File: config.mk
export PLATFORM = sky130hd
export DESIGN_NAME = egd_encoder
export DESIGN_NICKNAME = d
export VERILOG_FILES = /design/src/rtl/egd_pkg.sv /design/src/rtl/egd_bit_packer.sv /design/src/rtl/egd_encoder.sv
export SDC_FILE = /design/constraint.sdc
export NUM_CORES = 1
export LEC_CHECK = 0
export CORE_MARGIN = 10
export CORE_UTILIZATION = 35
export DETAILED_ROUTE_END_ITERATION = 8
export HOLD_SLACK_MARGIN = 0.1
export PLACE_DENSITY_LB_ADDON = 0.15
export SLEW_MARGIN = 5
export SYNTH_ARGS = -nofsm -noshare
export SYNTH_HDL_FRONTEND = slang
export SYNTH_HIERARCHICAL = 1
export SYNTH_SLANG_ARGS = --single-unit
File: constraint.sdc
create_clock -name clk -period 8 [get_ports clk]
set_clock_uncertainty 0.1 [all_clocks]
set_input_delay 1.2 -clock clk [delete_from_list [all_inputs] [get_ports clk]]
set_output_delay 1.2 -clock clk [all_outputs]
set_load 0.02 [all_outputs]
File: src/rtl/egd_pkg.sv
// rtl/egd_pkg.sv - shared Exp-Golomb definitions for the encoder and decoder
//   Contents: FSM state enum, word width, longest prefix length (MAX_M),
//   longest codeword length, codeNum+1 width, and a floor(log2) helper.
package egd_pkg;

  localparam int WORD_W     = 16;
  localparam int MAX_M      = 16;
  localparam int MAX_CW_LEN = 2 * MAX_M + 1;
  localparam int CODE_W     = 17;
  localparam int CNT_W      = 5;

  typedef enum logic [1:0] {
    IDLE   = 2'd0,
    PREFIX = 2'd1,
    SUFFIX = 2'd2,
    FLUSH  = 2'd3
  } egd_state_t;

  // Index of the highest set bit. The encoder only calls this with a
  // non-zero argument (codeNum+1 >= 1).
  function automatic logic [CNT_W-1:0] floor_log2(input logic [CODE_W-1:0] x);
    logic [CNT_W-1:0] r;
    r = '0;
    for (int i = 0; i < CODE_W; i++) begin
      if (x[i]) r = CNT_W'(i);
    end
    return r;
  endfunction

endpackage

File: src/rtl/egd_bit_packer.sv
// rtl/egd_bit_packer.sv - MSB-first bit accumulator with one-word output register
//   clk, reset_n          : clock, asynchronous active-low reset
//   bit_valid/bit_data    : one bit offered per cycle
//   bit_ready             : bit accepted this cycle (low while a full word is stuck)
//   pad                   : zero-pad the partial word and mark it last
//   fill                  : number of bits held in the accumulator (0..WORD_W)
//   last_xfer             : the padded (last) word moves to the output this cycle
//   out_valid/out_ready   : output word handshake
//   out_data, out_last    : output word, flush marker
module egd_bit_packer #(
  parameter int WORD_W = 16,
  parameter int FILL_W = $clog2(WORD_W + 1)
) (
  input  logic              clk,
  input  logic              reset_n,
  input  logic              bit_valid,
  input  logic              bit_data,
  output logic              bit_ready,
  input  logic              pad,
  output logic [FILL_W-1:0] fill,
  output logic              last_xfer,
  output logic              out_valid,
  input  logic              out_ready,
  output logic [WORD_W-1:0] out_data,
  output logic              out_last
);

  localparam int IDX_W = $clog2(WORD_W);

  logic [WORD_W-1:0] acc, acc_nxt, base_acc;
  logic [FILL_W-1:0] fill_nxt, base_fill;
  logic [IDX_W-1:0]  idx;
  logic              last_pend, last_pend_nxt;
  logic              full, out_free, xfer, take;

  assign full      = (fill == FILL_W'(WORD_W));
  assign out_free  = !out_valid || out_ready;
  assign xfer      = full && out_free;
  // A full accumulator that drains this cycle can still take a bit into
  // its freshly emptied MSB, so emission never loses a cycle to a transfer.
  assign bit_ready = !full || out_free;
  assign take      = bit_valid && bit_ready;
  assign last_xfer = xfer && (last_pend || pad);

  always_comb begin
    base_acc      = xfer ? '0 : acc;
    base_fill     = xfer ? '0 : fill;
    acc_nxt       = base_acc;
    fill_nxt      = base_fill;
    last_pend_nxt = xfer ? 1'b0 : last_pend;
    idx           = IDX_W'(WORD_W - 1) - base_fill[IDX_W-1:0];
    if (take) begin
      acc_nxt[idx] = bit_data;
      fill_nxt     = base_fill + FILL_W'(1);
    end else if (pad && !xfer && (fill != '0)) begin
      // Unused low bits are already zero, so padding only declares the word full.
      fill_nxt      = FILL_W'(WORD_W);
      last_pend_nxt = 1'b1;
    end
  end

  always_ff @(posedge clk or negedge reset_n) begin
    if (!reset_n) begin
      acc       <= '0;
      fill      <= '0;
      last_pend <= 1'b0;
      out_valid <= 1'b0;
      out_data  <= '0;
      out_last  <= 1'b0;
    end else begin
      acc       <= acc_nxt;
      fill      <= fill_nxt;
      last_pend <= last_pend_nxt;
      if (xfer) begin
        out_data  <= acc;
        out_valid <= 1'b1;
        out_last  <= last_pend || pad;
      end else if (out_ready) begin
        out_valid <= 1'b0;
        out_last  <= 1'b0;
      end
    end
  end

endmodule

File: src/rtl/egd_encoder.sv
// rtl/egd_encoder.sv - ue(v)/se(v) Exp-Golomb encoder producing packed words
//   clk, reset_n         : clock, asynchronous active-low reset
//   in_valid/in_ready    : element handshake
//   in_value, in_signed  : element value, 1 = se(v) mapping
//   flush                : pad the partial word and emit it with out_last
//   out_valid/out_ready  : output word handshake
//   out_data, out_last   : packed word (earliest bit in MSB), flush marker
//   busy                 : element or flush in progress, or bits held
module egd_encoder #(
  parameter int WORD_W = 16
) (
  input  logic              clk,
  input  logic              reset_n,
  input  logic              in_valid,
  output logic              in_ready,
  input  logic [15:0]       in_value,
  input  logic              in_signed,
  input  logic              flush,
  output logic              out_valid,
  input  logic              out_ready,
  output logic [WORD_W-1:0] out_data,
  output logic              out_last,
  output logic              busy
);

  import egd_pkg::*;

  egd_state_t        state, state_nxt;
  logic [CODE_W-1:0] code_num, code_p1, mag, code_r;
  logic [CNT_W-1:0]  m_in, m_r, cnt;
  logic [CNT_W-1:0]  fill;
  logic              accept, bit_valid, bit_data, bit_ready, pad, last_xfer;

  // se(v): k>0 -> 2k-1, k<=0 -> -2k. The 17-bit negate covers k = -32768.
  always_comb begin
    mag = '0 - {in_value[15], in_value};
    if (!in_signed)
      code_num = {1'b0, in_value};
    else if (!in_value[15] && (in_value != '0))
      code_num = {in_value, 1'b0} - CODE_W'(1);
    else
      code_num = {mag[15:0], 1'b0};
    code_p1 = code_num + CODE_W'(1);
    m_in    = floor_log2(code_p1);
  end

  assign accept = in_valid && in_ready;

  // State register
  always_ff @(posedge clk or negedge reset_n) begin
    if (!reset_n) state <= IDLE;
    else          state <= state_nxt;
  end

  // Next-state logic; PREFIX/SUFFIX only advance when the packer takes the bit.
  always_comb begin
    state_nxt = state;
    case (state)
      IDLE: begin
        if (flush && (fill != '0)) state_nxt = FLUSH;
        else if (accept)           state_nxt = (m_in != '0) ? PREFIX : SUFFIX;
      end
      PREFIX: if (bit_ready && (cnt == CNT_W'(1))) state_nxt = SUFFIX;
      SUFFIX: if (bit_ready && (cnt == '0))        state_nxt = IDLE;
      FLUSH:  if (last_xfer)                       state_nxt = IDLE;
      default: state_nxt = IDLE;
    endcase
  end

  // cnt counts remaining prefix zeros in PREFIX, then indexes the suffix bit.
  always_ff @(posedge clk or negedge reset_n) begin
    if (!reset_n) begin
      code_r <= '0;
      m_r    <= '0;
      cnt    <= '0;
    end else if (accept) begin
      code_r <= code_p1;
      m_r    <= m_in;
      cnt    <= m_in;
    end else if ((state == PREFIX) && bit_ready) begin
      cnt <= (cnt == CNT_W'(1)) ? m_r : cnt - CNT_W'(1);
    end else if ((state == SUFFIX) && bit_ready && (cnt != '0)) begin
      cnt <= cnt - CNT_W'(1);
    end
  end

  // Outputs; flush in IDLE takes priority over a new element.
  always_comb begin
    in_ready  = (state == IDLE) && !flush;
    bit_valid = (state == PREFIX) || (state == SUFFIX);
    bit_data  = (state == SUFFIX) ? code_r[cnt] : 1'b0;
    pad       = (state == FLUSH);
    busy      = !((state == IDLE) && (fill == '0));
  end

  egd_bit_packer #(
    .WORD_W (WORD_W),
    .FILL_W (CNT_W)
  ) u_packer (
    .clk       (clk),
    .reset_n   (reset_n),
    .bit_valid (bit_valid),
    .bit_data  (bit_data),
    .bit_ready (bit_ready),
    .pad       (pad),
    .fill      (fill),
    .last_xfer (last_xfer),
    .out_valid (out_valid),
    .out_ready (out_ready),
    .out_data  (out_data),
    .out_last  (out_last)
  );

endmodule

-- Yosys cells after proc, flatten, opt, wreduce, memory -nomap -nowiden
Cells that the tools add are included.
- bits in registers: 69
- input port bits: 22
- add/subtract/negate cells: 6
- muxes and demuxes: 46
- reductions and logical operators: 36
- order comparisons: 3
- equality and inequality tests: 9
- operators by type and width (kind ; count):
    $mux W5 ; 22
    $mux W17 ; 2
    $mux W16 ; 2
    $add A17 B1 Y17 const B ; 1
    $sub A17 B1 Y17 const B ; 1
    $bwmux W16 ; 1
    $logic_and A1 B1 Y1 ; 16
    $reduce_bool A16 Y1 ; 1
    $sub A1 B16 Y16 const A ; 1
    $reduce_bool A5 Y1 ; 3
    $mux W2 ; 6
    $logic_not A5 Y1 ; 2
    $mux W1 ; 10
    $pmux W2 S4 ; 1
    $logic_not A1 Y1 ; 6
    $lt A5 B6 Y1 const B ; 1
    $ne A2 B2 Y1 const B ; 3
    $add A5 B1 Y5 const B ; 1
    $bmux W1 S5 ; 1
    $eq A5 B1 Y1 const B ; 1
    $eq A5 B5 Y1 const B ; 1
    $lt A4 B5 Y1 const B ; 1
    $sub A5 B1 Y5 const B ; 1
    $demux W1 S4 ; 1
    10 further kinds ; 14

-- Logic depth before layout (Yosys ltp)
Gate-level depths: netlist of run 1.
- depth in word-level cells: 26
- mapped depth: 17

-- By module
The synthesis of run 1 kept the hierarchy.
- by module, submodules not included (module ; cells an instance ; instances ; area an instance (um^2) ; seq. area each (um^2)):
    egd_encoder ; 429 ; 1 ; 3407.0 ; 700.7
    egd_bit_packer ; 161 ; 1 ; 1876.8 ; 1001.0

-- Least setup slack after synthesis of run 1
No wires, ideal clock.
- kind: in2reg
- from: input in_value[0]
- to: register cnt[0]
- library setup time: 90 ps
- setup slack: 3347 ps
- required time: 7810 ps
- arrival: 4463 ps
- cell stages on the path: 17
- path through: inv_1 > ha_1 > nor3b_1 > a41oi_2 > xnor2_1 > a21oi_1 > ha_1 > and2_1 > o21a_1 > buf_2 > nand3_2 > nor3_2 > xnor2_1 > or2_0 > buf_2 > a211o_1 > o221ai_1
- cells in the longest elaborated chain, start to end: 22
- elaborated cells between the ends (all ways): 24
- classes of those cells: add/sub: 3; mux: 19; reduce/logical: 2
- RTL lines (what ; RTL line ; text):
    start: declaration ; egd_encoder.sv:16 ; input logic [15:0] in_value,
    branches (longest 3 deep; another with $sub A17 B1 Y17) ; -- ;
    $mux W17 (*) ; egd_encoder.sv:37 ; if (!in_signed)
    $add A17 B1 Y17 (*) ; egd_encoder.sv:43 ; code_p1 = code_num + CODE_W'(1);
    $mux W1 ; egd_pkg.sv:25 ; if (x[i]) r = CNT_W'(i);
    $mux W5 (14 in series) ; egd_pkg.sv:25 ;
    $mux W5 (*) ; egd_pkg.sv:25 ;
    $mux W5 (*) ; egd_encoder.sv:76 ; end else if (accept) begin
    end signal: assignment ; egd_encoder.sv:79 ; cnt <= m_in;
    end signal: assignment ; egd_encoder.sv:81 ; cnt <= (cnt == CNT_W'(1)) ? m_r : cnt - CNT_W'(1);
    end signal: assignment ; egd_encoder.sv:83 ; cnt <= cnt - CNT_W'(1);
    end: declaration ; egd_encoder.sv:30 ; logic [CNT_W-1:0] m_in, m_r, cnt;
Mark *: on every way between the ends.
A chain may end at the register's enable or synchronous reset.

-- Worst setup path after layout of run 1
- from: input in_value[0]
- to: register state[0]
- cells in the longest elaborated chain, start to end: 26
- elaborated cells between the ends (all ways): 28
- classes of those cells: add/sub: 3; mux: 22; reduce/logical: 3
- RTL lines (what ; RTL line ; text):
    branches (longest 3 deep; another with $sub A17 B1 Y17) ; -- ;
    $mux W17 (*) ; egd_encoder.sv:37 ;
    $add A17 B1 Y17 (*) ; egd_encoder.sv:43 ;
    $mux W1 ; egd_pkg.sv:25 ;
    $mux W5 (14 in series) ; egd_pkg.sv:25 ;
    $mux W5 (*) ; egd_pkg.sv:25 ;
    $reduce_bool A5 Y1 (*) ; egd_encoder.sv:61 ; else if (accept) state_nxt = (m_in != '0) ? PREFIX : SUFFIX;
    $mux W2 (*) (2 in series) ; egd_encoder.sv:61 ;
    $mux W2 (*) ; egd_encoder.sv:60 ; if (flush && (fill != '0)) state_nxt = FLUSH;
    $pmux W2 S4 (*) ; egd_encoder.sv:58 ; case (state)
    end signal: assignment ; egd_encoder.sv:52 ; else state <= state_nxt;
    end: declaration ; egd_encoder.sv:28 ; egd_state_t state, state_nxt;
Mark *: on every way between the ends. The select of a mux whose other input is x is not followed.

==> impl_metrics.py, run 1 <==
metrics = {
    "outcome": {
        "status": "finished clean",
    },
    "floorplan": {
        "start_util": 0.361,
        "rows": 44,
        "fp.dieH_um": 143,
        "core_area_um2": 14600,
        "die_x_um": 143,
        "io_pins": 42,
        "dieArea_um2": 20400,
    },
    "drt": {
        "viasPerCell": 5.65,
        "vias": 4490,
        "drc": 0,
        "ant_nets": 0,
        "wl_um": 13500,
        "drt_iter0_drc": 289,
        "drt_pre_antenna_iters": 5,
        "routedWlPerCell_um": 17.0,
    },
    "layout": {
        "antenna_cells": 0,
        "drive_above_1_share": 0.103,
        "fin_nets": 642,
        "fillCellCount": 1439,
        "area.growth.synth_to_final_pct": 15.4,
        "fin_util": 0.417,
        "finalNonFillerCells": 795,
        "final_area_um2": 6100,
    },
    "critical_path": {
        "critPathKind": "input pin to flop",
        "crit_end": "state[0]",
        "crit_fanout": 9,
        "crit_path_start": "in_value[0]",
        "worst-r2r-setup-slack_ns": 5.19,
        "r2r.worst_path.cells": 6,
        "arrival_ns": 5.82,
        "reg2reg_from": "cnt[0]",
        "end_kind": "flop",
        "startpoint_type": "input pin",
        "worstPathRequired_ns": 8.11,
        "r2r-end": "u_packer/acc[8]",
    },
    "clocking": {
        "worstSkewPairLatency_ns": 0.33,
        "cts.reportedPaths.clkPinSlew_ns": 0.06,
        "tritoncts": "done",
        "post_cts_buffers": 0,
        "cts.htree.levels": 3,
        "cts_root_buffer": "clkbuf_16",
        "clk_path_buf_depth": 2,
        "cts_hold_buf": 0,
        "post_cts_resized": 0,
        "clock-sinks": 68,
        "cts_buffers": 9,
    },
    "yosys": {
        "synthArstFlopShare": 1.00,
        "synth_top_area_cell": "dfrtp_1",
        "ys_warn_count": 6,
        "yosys.area.top_type_share": 0.322,
        "avgSynthCellArea_um2": 8.96,
        "yosys.cell_count.top_type": "dfrtp_1",
        "synth_nets": 626,
        "synthCells": 590,
        "ys_ff_latch": 68,
        "synth_flop_cell": "dfrtp_1",
        "synthesis.area_um2": 5280,
        "synth_common_cells": "dfrtp_1, nand2_1, o21ai_0",
        "synth-seq-area-share": 0.322,
        "yosys.cell_types.count": 88,
        "yosys-top-cells-area": "dfrtp_1, o21ai_0, nand2_1",
        "synth-edff-count": 0,
    },
    "hold_path": {
        "min_from": "m_r[1]",
        "hp-class": "flop to flop",
    },
    "global_routing": {
        "grt_max_degree": 69,
        "grt_pass1_wl_um": 22200,
        "grt_pass1_vias": 4298,
        "grt_remaining_overflow": 0,
        "track_usage": 0.133,
        "antenna_found_initial": 0,
    },
    "timing": {
        "rsz0062_at_grt": "no",
        "hold_viol_final": 0,
        "setup_tns_ns": 0,
        "finalSetupViolCount": 0,
        "period_share": 0.714,
        "finalMaxSlewViolations": 0,
        "worst-slew-pin-transition_ns": 1.08,
        "max_freq_ghz": 0.175,
        "timing.final.ws_setup_ns": 2.29,
        "maxSlewHeadroom": 0.283,
        "min_period_ns": 5.71,
    },
    "placement": {
        "postPlaceCellArea_um2": 5760,
        "preCtsSetupSlack_ns": 2.03,
        "hpwl_um": 10200,
        "numPortBuffers": 41,
        "dpl.cell_count": 779,
        "place_congestion": 0.867,
    },
    "run": {
        "cap_violations": 0,
    },
    "pwr": {
        "ir_drop_v": 0.000123,
        "power_leakage_nw": 2.49,
        "pwr_density_cell_nw_per_um2": 308,
    },
}
per-layer routing:
layer / part of all wire / vias up / global-route usage
met5: 0 / - / 0
met4: 0.013 / 0 / 0.0418
met3: 0.030 / 13 / 0.0212
met2: 0.51 / 84 / 0.232
met1: 0.45 / 2160 / 0.165
li1: - / 2233 / -
worst min-delay path by stage:
stage / endpoint / slack, ns / cells past startpoint
floorplan: m_r[0] / 0.34 / 2
global placement: code_r[7] / 0.36 / 2
detailed placement: m_r[2] / 0.36 / 1
CTS: m_r[2] / 0.38 / 1
global route: code_r[2] / 0.39 / 2
finish: m_r[1] / 0.37 / 1
cells by family after synthesis:
| logic type | Yosys count | share of synthesized area |
|---|---|---|
| AOI/OAI and AO/OA | 163 | 0.216 |
| xor gates and xnor gates | 33 | 0.0654 |
| adders and majority gates | 14 | 0.0332 |
| buffers and inverters | 59 | 0.0490 |
| DFF | 68 | 0.322 |
| muxes | 37 | 0.0869 |
| and+or+nand+nor | 216 | 0.228 |
through the flow:
stage	power [W]	hold WS, ns
final	0.00188	0.369
after CTS	0.00190	0.375
after floorplan	0.00119	0.338
after global placement	0.00142	0.356
after global routing	0.00202	0.390
after detailed placement	0.00144	0.362
worst max-delay path, stage by stage:
cell and delay, ns:
clkdlybuf4s50_1 0.50, inv_1 0.14, ha_1 0.23, nor3b_1 0.56, a41oi_2 0.54, xnor2_1 0.25, a21oi_1 0.17, ha_1 0.29
and2_1 0.25, o21a_1 0.35, nand3_2 0.23, nor4_1 0.38, nand3b_1 0.18, and2_1 0.18, o2111a_1 0.25, a31oi_1 0.10
state kept, by name, indices dropped and copies added (netlist names):
register / flops
u_packer/out_last: 1
u_packer/fill: 5
m_r: 4
cnt: 5
u_packer/last_pend: 1
u_packer/acc: 16
state: 2
u_packer/out_valid: 1
code_r: 17
u_packer/out_data: 16
where the power goes:
part           internal, W  switching, W
logic             0.000371      0.000443
clock network     0.000305      0.000147
registers         0.000496      0.000116
final cells by class:
type | instances | area [um^2] | share of cell area
Clock buffer | 10 | 229 | 0.0375
Clock inverter | 6 | 113 | 0.0185
Inverter | 20 | 75.1 | 0.0123
Multi-Input combinational cell | 463 | 3320 | 0.545
Sequential cell | 68 | 1700 | 0.279
Tap cell | 184 | 230 | 0.0377
Timing Repair Buffer | 44 | 428 | 0.0702
cells in the final DEF (no fill, tap or decap), types with 6 or more instances in the layout:
cell type / instances
nor2b_1: 6
o32ai_1: 11
a21oi_1: 20
dfrtp_1: 68
nand4_1: 9
and3_1: 7
a31oi_1: 9
nand2b_1: 9
mux2i_1: 11
mux2_2: 13
mux2_1: 8
clkbuf_16: 9
xnor2_1: 21
nand3_1: 13
nor4_1: 6
nand2_1: 57
clkdlybuf4s50_1: 40
xor2_1: 8
ha_1: 14
o31ai_1: 6
inv_1: 19
nor2_1: 41
o21ai_0: 45
nor3_1: 15
No activity file was read; power rests on OpenSTA's default activity.
==> run 2: changes to the inputs <==
==> constraint.sdc (replaced) <==
create_clock -name clk -period 5.7 [get_ports clk]
set_clock_uncertainty 0.1 [all_clocks]
set_input_delay 0.855 -clock clk [delete_from_list [all_inputs] [get_ports clk]]
set_output_delay 0.855 -clock clk [all_outputs]
set_load 0.02 [all_outputs]
==> impl_metrics.py, run 2 (synthesis results as in run 1) <==
metrics = {
    "outcome": {
        "status": "finished clean",
    },
    "timing": {
        "maxSlewHeadroom": 0.425,
        "finalSetupViolCount": 0,
        "whs_ns": 0.374,
        "worst-slew-pin-transition_ns": 0.862,
        "setup_tns_ns": 0,
        "period_share": 0.866,
        "rsz0062_at_grt": "no",
        "max_freq_ghz": 0.203,
        "finalMaxSlewViolations": 0,
        "hold_viol_final": 0,
        "min_period_ns": 4.93,
    },
    "layout": {
        "final_common_cell": "dfrtp_1",
        "drive_above_1_share": 0.123,
        "final_area_um2": 6160,
        "multi_input_area_um2": 3320,
        "fin_util": 0.420,
        "seqCellArea_um2": 1700,
        "largest_reg_flops": 17,
        "antenna_cells": 0,
        "largestRegisters": "code_r (17), u_packer/acc (16), u_packer/out_data (16)",
        "largest_register": "code_r",
        "fillCellCount": 1448,
        "area.growth.synth_to_final_pct": 16.5,
        "fin_nets": 655,
        "final_cell_mix": "dfrtp_1, nand2_1, o21ai_0, nor2_1, clkdlybuf4s50_1",
    },
    "clocking": {
        "cts.htree.levels": 3,
        "worstSkewPairLatency_ns": 0.34,
        "post_cts_buffers": 0,
        "clk_path_buf_depth": 2,
        "cts_root_buffer": "clkbuf_16",
        "tritoncts": "done",
        "cts.reportedPaths.clkPinSlew_ns": 0.06,
        "cts_hold_buf": 0,
        "post_cts_resized": 0,
        "cts_buffers": 9,
        "clock-sinks": 68,
    },
    "global_routing": {
        "grt_pass1_vias": 4452,
        "track_usage": 0.133,
        "grt_remaining_overflow": 0,
        "antenna_found_initial": 0,
        "grt_pass1_wl_um": 22600,
        "grt_max_degree": 69,
    },
    "drt": {
        "wl_met2_um": 6630,
        "ant_nets": 0,
        "drt_iter0_drc": 271,
        "viasPerCell": 5.55,
        "routedWlPerCell_um": 16.6,
        "dr.max_layer_used": "met4",
        "drc": 0,
        "wl_um": 13400,
        "vias": 4486,
        "drt_pre_antenna_iters": 4,
        "m1WireLength_um": 6180,
        "route.met3.wl_um": 425,
    },
    "pwr": {
        "ir_drop_v": 0.000186,
        "pwr_density_cell_nw_per_um2": 416,
        "power_leakage_nw": 2.53,
    },
    "critical_path": {
        "worst-r2r-setup-slack_ns": 2.88,
        "critPathKind": "input pin to flop",
        "startpoint_type": "input pin",
        "worstPathRequired_ns": 5.81,
        "r2r.worst_path.cells": 6,
        "crit_fanout": 10,
        "r2r-end": "u_packer/acc[8]",
        "crit_end": "state[0]",
        "end_kind": "flop",
        "crit_path_start": "in_value[0]",
        "reg2reg_from": "cnt[0]",
        "arrival_ns": 5.04,
    },
    "floorplan": {
        "io_pins": 42,
        "dieArea_um2": 20400,
        "start_util": 0.361,
        "die_x_um": 143,
        "fp.dieH_um": 143,
        "core_area_um2": 14600,
        "rows": 44,
    },
    "placement": {
        "hpwl_um": 10100,
        "place_congestion": 0.863,
        "numPortBuffers": 41,
        "postPlaceCellArea_um2": 5860,
    },
    "run": {
        "cap_violations": 0,
    },
    "hold_path": {
        "hp-class": "flop to flop",
    },
}
==> run 2: metrics by stage <==
step	instances	setup slack, ns	power, W
2_1_floorplan	590	1.39	0.00168
3_3_place_gp	792	0.519	0.00200
3_5_place_dp	792	0.430	0.00202
4_1_cts	808	0.765	0.00259
5_1_grt	808	0.367	0.00275
6_report	808	0.766	0.00256
==> run 2: cell type report <==
cell class	count	share of cell area
Clock buffer	9	0.0366
Clock inverter	7	0.0124
Inverter	20	0.0122
Multi-Input combinational cell	463	0.540
Sequential cell	68	0.276
Tap cell	184	0.0374
Timing Repair Buffer	57	0.0853
==> run 2: worst min-delay path by stage <==
stage                     start                    end  slack (ns)  depth (start not counted)
6_report              code_r[2]              code_r[2]        0.37                          2
5_1_grt        u_packer/acc[13]  u_packer/out_data[13]        0.39                          1
4_1_cts                  m_r[1]                 m_r[1]        0.38                          1
3_5_place_dp             m_r[1]                 m_r[1]        0.36                          1
3_3_place_gp          code_r[7]              code_r[7]        0.36                          2
2_1_floorplan            m_r[0]                 m_r[0]        0.34                          2
==> run 2: power breakdown <==
part | switching (W) | leakage (nW) | internal, W | total, W
registers | 0.000161 | 0.877 | 0.000696 | 0.000856
clock network | 0.000216 | 0.142 | 0.000340 | 0.000556
logic | 0.000622 | 1.51 | 0.000527 | 0.00115
total | 0.000999 | 2.53 | 0.00156 | 0.00256
==> run 2: routing by layer <==
| metal | GRT usage | up-vias |
|---|---|---|
| li1 | - | 2261 |
| met1 | 0.167 | 2128 |
| met2 | 0.230 | 87 |
| met3 | 0.0172 | 10 |
| met4 | 0.0445 | 0 |
| met5 | 0 | - |
==> run 2: worst max-delay path, cell delays in order <==
cell	delay, ns
clkdlybuf4s50_1	0.50
inv_1	0.15
ha_1	0.24
or3b_2	0.60
nor4_4	0.50
o22ai_1	0.20
ha_1	0.33
and2_1	0.22
a2111o_1	0.41
o211ai_1	0.08
a21boi_0	0.11
o2111a_1	0.24
o21ai_0	0.23
o2111a_1	0.29
a31oi_1	0.09
==> run 3: changes to the inputs <==
--- a/config.mk
+++ b/config.mk
@@ -6,7 +6,7 @@
 export NUM_CORES = 1
 export LEC_CHECK = 0
 export CORE_MARGIN = 10
-export CORE_UTILIZATION = 35
+export CORE_UTILIZATION = 50
 export DETAILED_ROUTE_END_ITERATION = 8
 export HOLD_SLACK_MARGIN = 0.1
 export PLACE_DENSITY_LB_ADDON = 0.15
@@ -15,3 +15,4 @@
 export SYNTH_HDL_FRONTEND = slang
 export SYNTH_HIERARCHICAL = 1
 export SYNTH_SLANG_ARGS = --single-unit
+export TNS_END_PERCENT = 1
==> impl_metrics.py, run 3 (synthesis results as in run 1) <==
metrics = {
    "placement": {
        "numPortBuffers": 41,
        "place_congestion": 0.852,
        "hpwl_um": 9480,
    },
    "global_routing": {
        "grt_max_degree": 69,
        "grt_pass1_wl_um": 22000,
        "antenna_found_initial": 0,
        "grt_pass1_vias": 4497,
        "grt_remaining_overflow": 0,
        "track_usage": 0.175,
    },
    "timing": {
        "rsz0062_at_grt": "no",
        "setup_tns_ns": 0,
        "hold_viol_final": 0,
        "finalMaxSlewViolations": 0,
        "whs_ns": 0.374,
        "maxSlewHeadroom": 0.389,
        "min_period_ns": 4.94,
        "worst-slew-pin-transition_ns": 0.903,
        "period_share": 0.867,
        "max_freq_ghz": 0.202,
        "finalSetupViolCount": 0,
    },
    "pwr": {
        "p_seq_frac": 0.339,
        "sw_frac_of_total": 0.383,
        "pwr_density_cell_nw_per_um2": 421,
        "clockPowerShare": 0.212,
        "power_leakage_nw": 2.51,
        "switchingPower_w": 0.000974,
        "ir_drop_v": 0.000219,
        "combPwrFrac": 0.449,
        "intPower_w": 0.00157,
    },
    "run": {
        "cap_violations": 0,
    },
    "floorplan": {
        "io_pins": 42,
        "fp.dieH_um": 123,
        "dieArea_um2": 15100,
        "die_x_um": 123,
        "start_util": 0.512,
        "core_area_um2": 10300,
        "rows": 37,
    },
    "critical_path": {
        "worstPathRequired_ns": 5.83,
        "startpoint_type": "input pin",
        "end_kind": "flop",
        "crit_fanout": 10,
        "critPathKind": "input pin to flop",
        "arrival_ns": 5.07,
    },
    "clocking": {
        "cts.reportedPaths.clkPinSlew_ns": 0.08,
        "clk_path_buf_depth": 2,
        "clock-sinks": 68,
        "cts_buffers": 9,
        "cts_hold_buf": 0,
        "tritoncts": "done",
        "post_cts_resized": 0,
        "cts.htree.levels": 3,
        "worstSkewPairLatency_ns": 0.35,
        "post_cts_buffers": 0,
        "cts_root_buffer": "clkbuf_8",
    },
    "hold_path": {
        "hp-class": "flop to flop",
    },
    "drt": {
        "wl_um": 12800,
        "drc": 0,
        "routedWlPerCell_um": 17.0,
        "vias": 4620,
        "drt_pre_antenna_iters": 5,
        "ant_nets": 0,
        "viasPerCell": 6.11,
        "drt_iter0_drc": 351,
    },
    "layout": {
        "antenna_cells": 0,
        "final_cell_mix": "dfrtp_1, nand2_1, o21ai_0, nor2_1, clkdlybuf4s50_1",
        "largest_register": "code_r",
        "fillCellCount": 897,
        "drive_above_1_share": 0.118,
        "largest_reg_flops": 17,
        "largestRegisters": "code_r (17), u_packer/acc (16), u_packer/out_data (16)",
        "area.growth.synth_to_final_pct": 14.3,
        "fin_nets": 651,
        "final_common_cell": "dfrtp_1",
    },
    "outcome": {
        "status": "finished clean",
    },
}
[run 3: cell types whose count changed in the layout (fill, tap and decap cells not counted), sizes merged]
cell      before  now
buf           17   13
bufinv         1    4
clkinv         3    1
clkinvlp       2    0
clkbuf         9   10
[run 3: final timing paths]
check | start | endpoint | slack (ns) | cells after the start
min in group asynchronous | reset_n | u_packer/out_data[11] | 0.58 | 2
max in group asynchronous | reset_n | cnt[3] | 4.36 | 2
worst max register to register | cnt[0] | u_packer/acc[7] | 2.95 | 6
worst max-delay path | in_value[0] | state[0] | 0.76 | 15
worst min register to register | code_r[7] | code_r[7] | 0.37 | 2
worst min-delay path | code_r[7] | code_r[7] | 0.37 | 2
[run 3: layer usage]
layer / track usage / vias up / wire length, um
li1: - / 2259 / -
met1: 0.225 / 2232 / 5780
met2: 0.297 / 113 / 6360
met3: 0.0253 / 16 / 504
met4: 0.0567 / 0 / 172
met5: 0 / - / 0
[run 3: final cells by class]
| cell class | count | area [um^2] | share of cell area |
|---|---|---|---|
| clock buffer | 10 | 138 | 0.0228 |
| clock inverter | 6 | 134 | 0.0222 |
| inverter | 20 | 75.1 | 0.0124 |
| multi-input combinational | 463 | 3320 | 0.550 |
| sequential | 68 | 1700 | 0.282 |
| tap | 136 | 170 | 0.0282 |
| timing repair buffer | 53 | 495 | 0.0821 |
[run 3: power by group through the flow]
| stage | clock (W) | combinational [W] | sequential (W) |
|---|---|---|---|
| 3_3_place_gp | 0 | 0.00112 | 0.000861 |
| 2_1_floorplan | 0 | 0.000814 | 0.000862 |
| 4_1_cts | 0.000542 | 0.00114 | 0.000864 |
| 6_report | 0.000538 | 0.00114 | 0.000861 |
| 5_1_grt | 0.000566 | 0.00126 | 0.000897 |
| 3_5_place_dp | 0 | 0.00113 | 0.000872 |
[run 3: stage by stage]
step / instances / power (W) / utilization / setup slack [ns] / cell area [um^2]
global placement: 740 / 0.00198 / 0.558 / 0.570 / 5770
floorplan: 590 / 0.00168 / - / 1.39 / 5280
global route: 756 / 0.00273 / 0.585 / 0.418 / 6040
finish: 756 / 0.00254 / 0.585 / 0.758 / 6040
CTS: 756 / 0.00255 / 0.585 / 0.820 / 6040
detailed placement: 740 / 0.00201 / 0.558 / 0.458 / 5770
[run 3: worst max-delay path, cell delays in order]
cell and delay [ns]:
clkdlybuf4s50_1 0.50, inv_1 0.15, ha_1 0.23, or3b_2 0.60, nor4_4 0.50, o22ai_1 0.20
ha_1 0.32, and2_1 0.21, o21a_1 0.22, nand2_1 0.16, mux2_2 0.37, nor2_1 0.17
and2_1 0.22, o2111a_1 0.26, a31oi_1 0.09
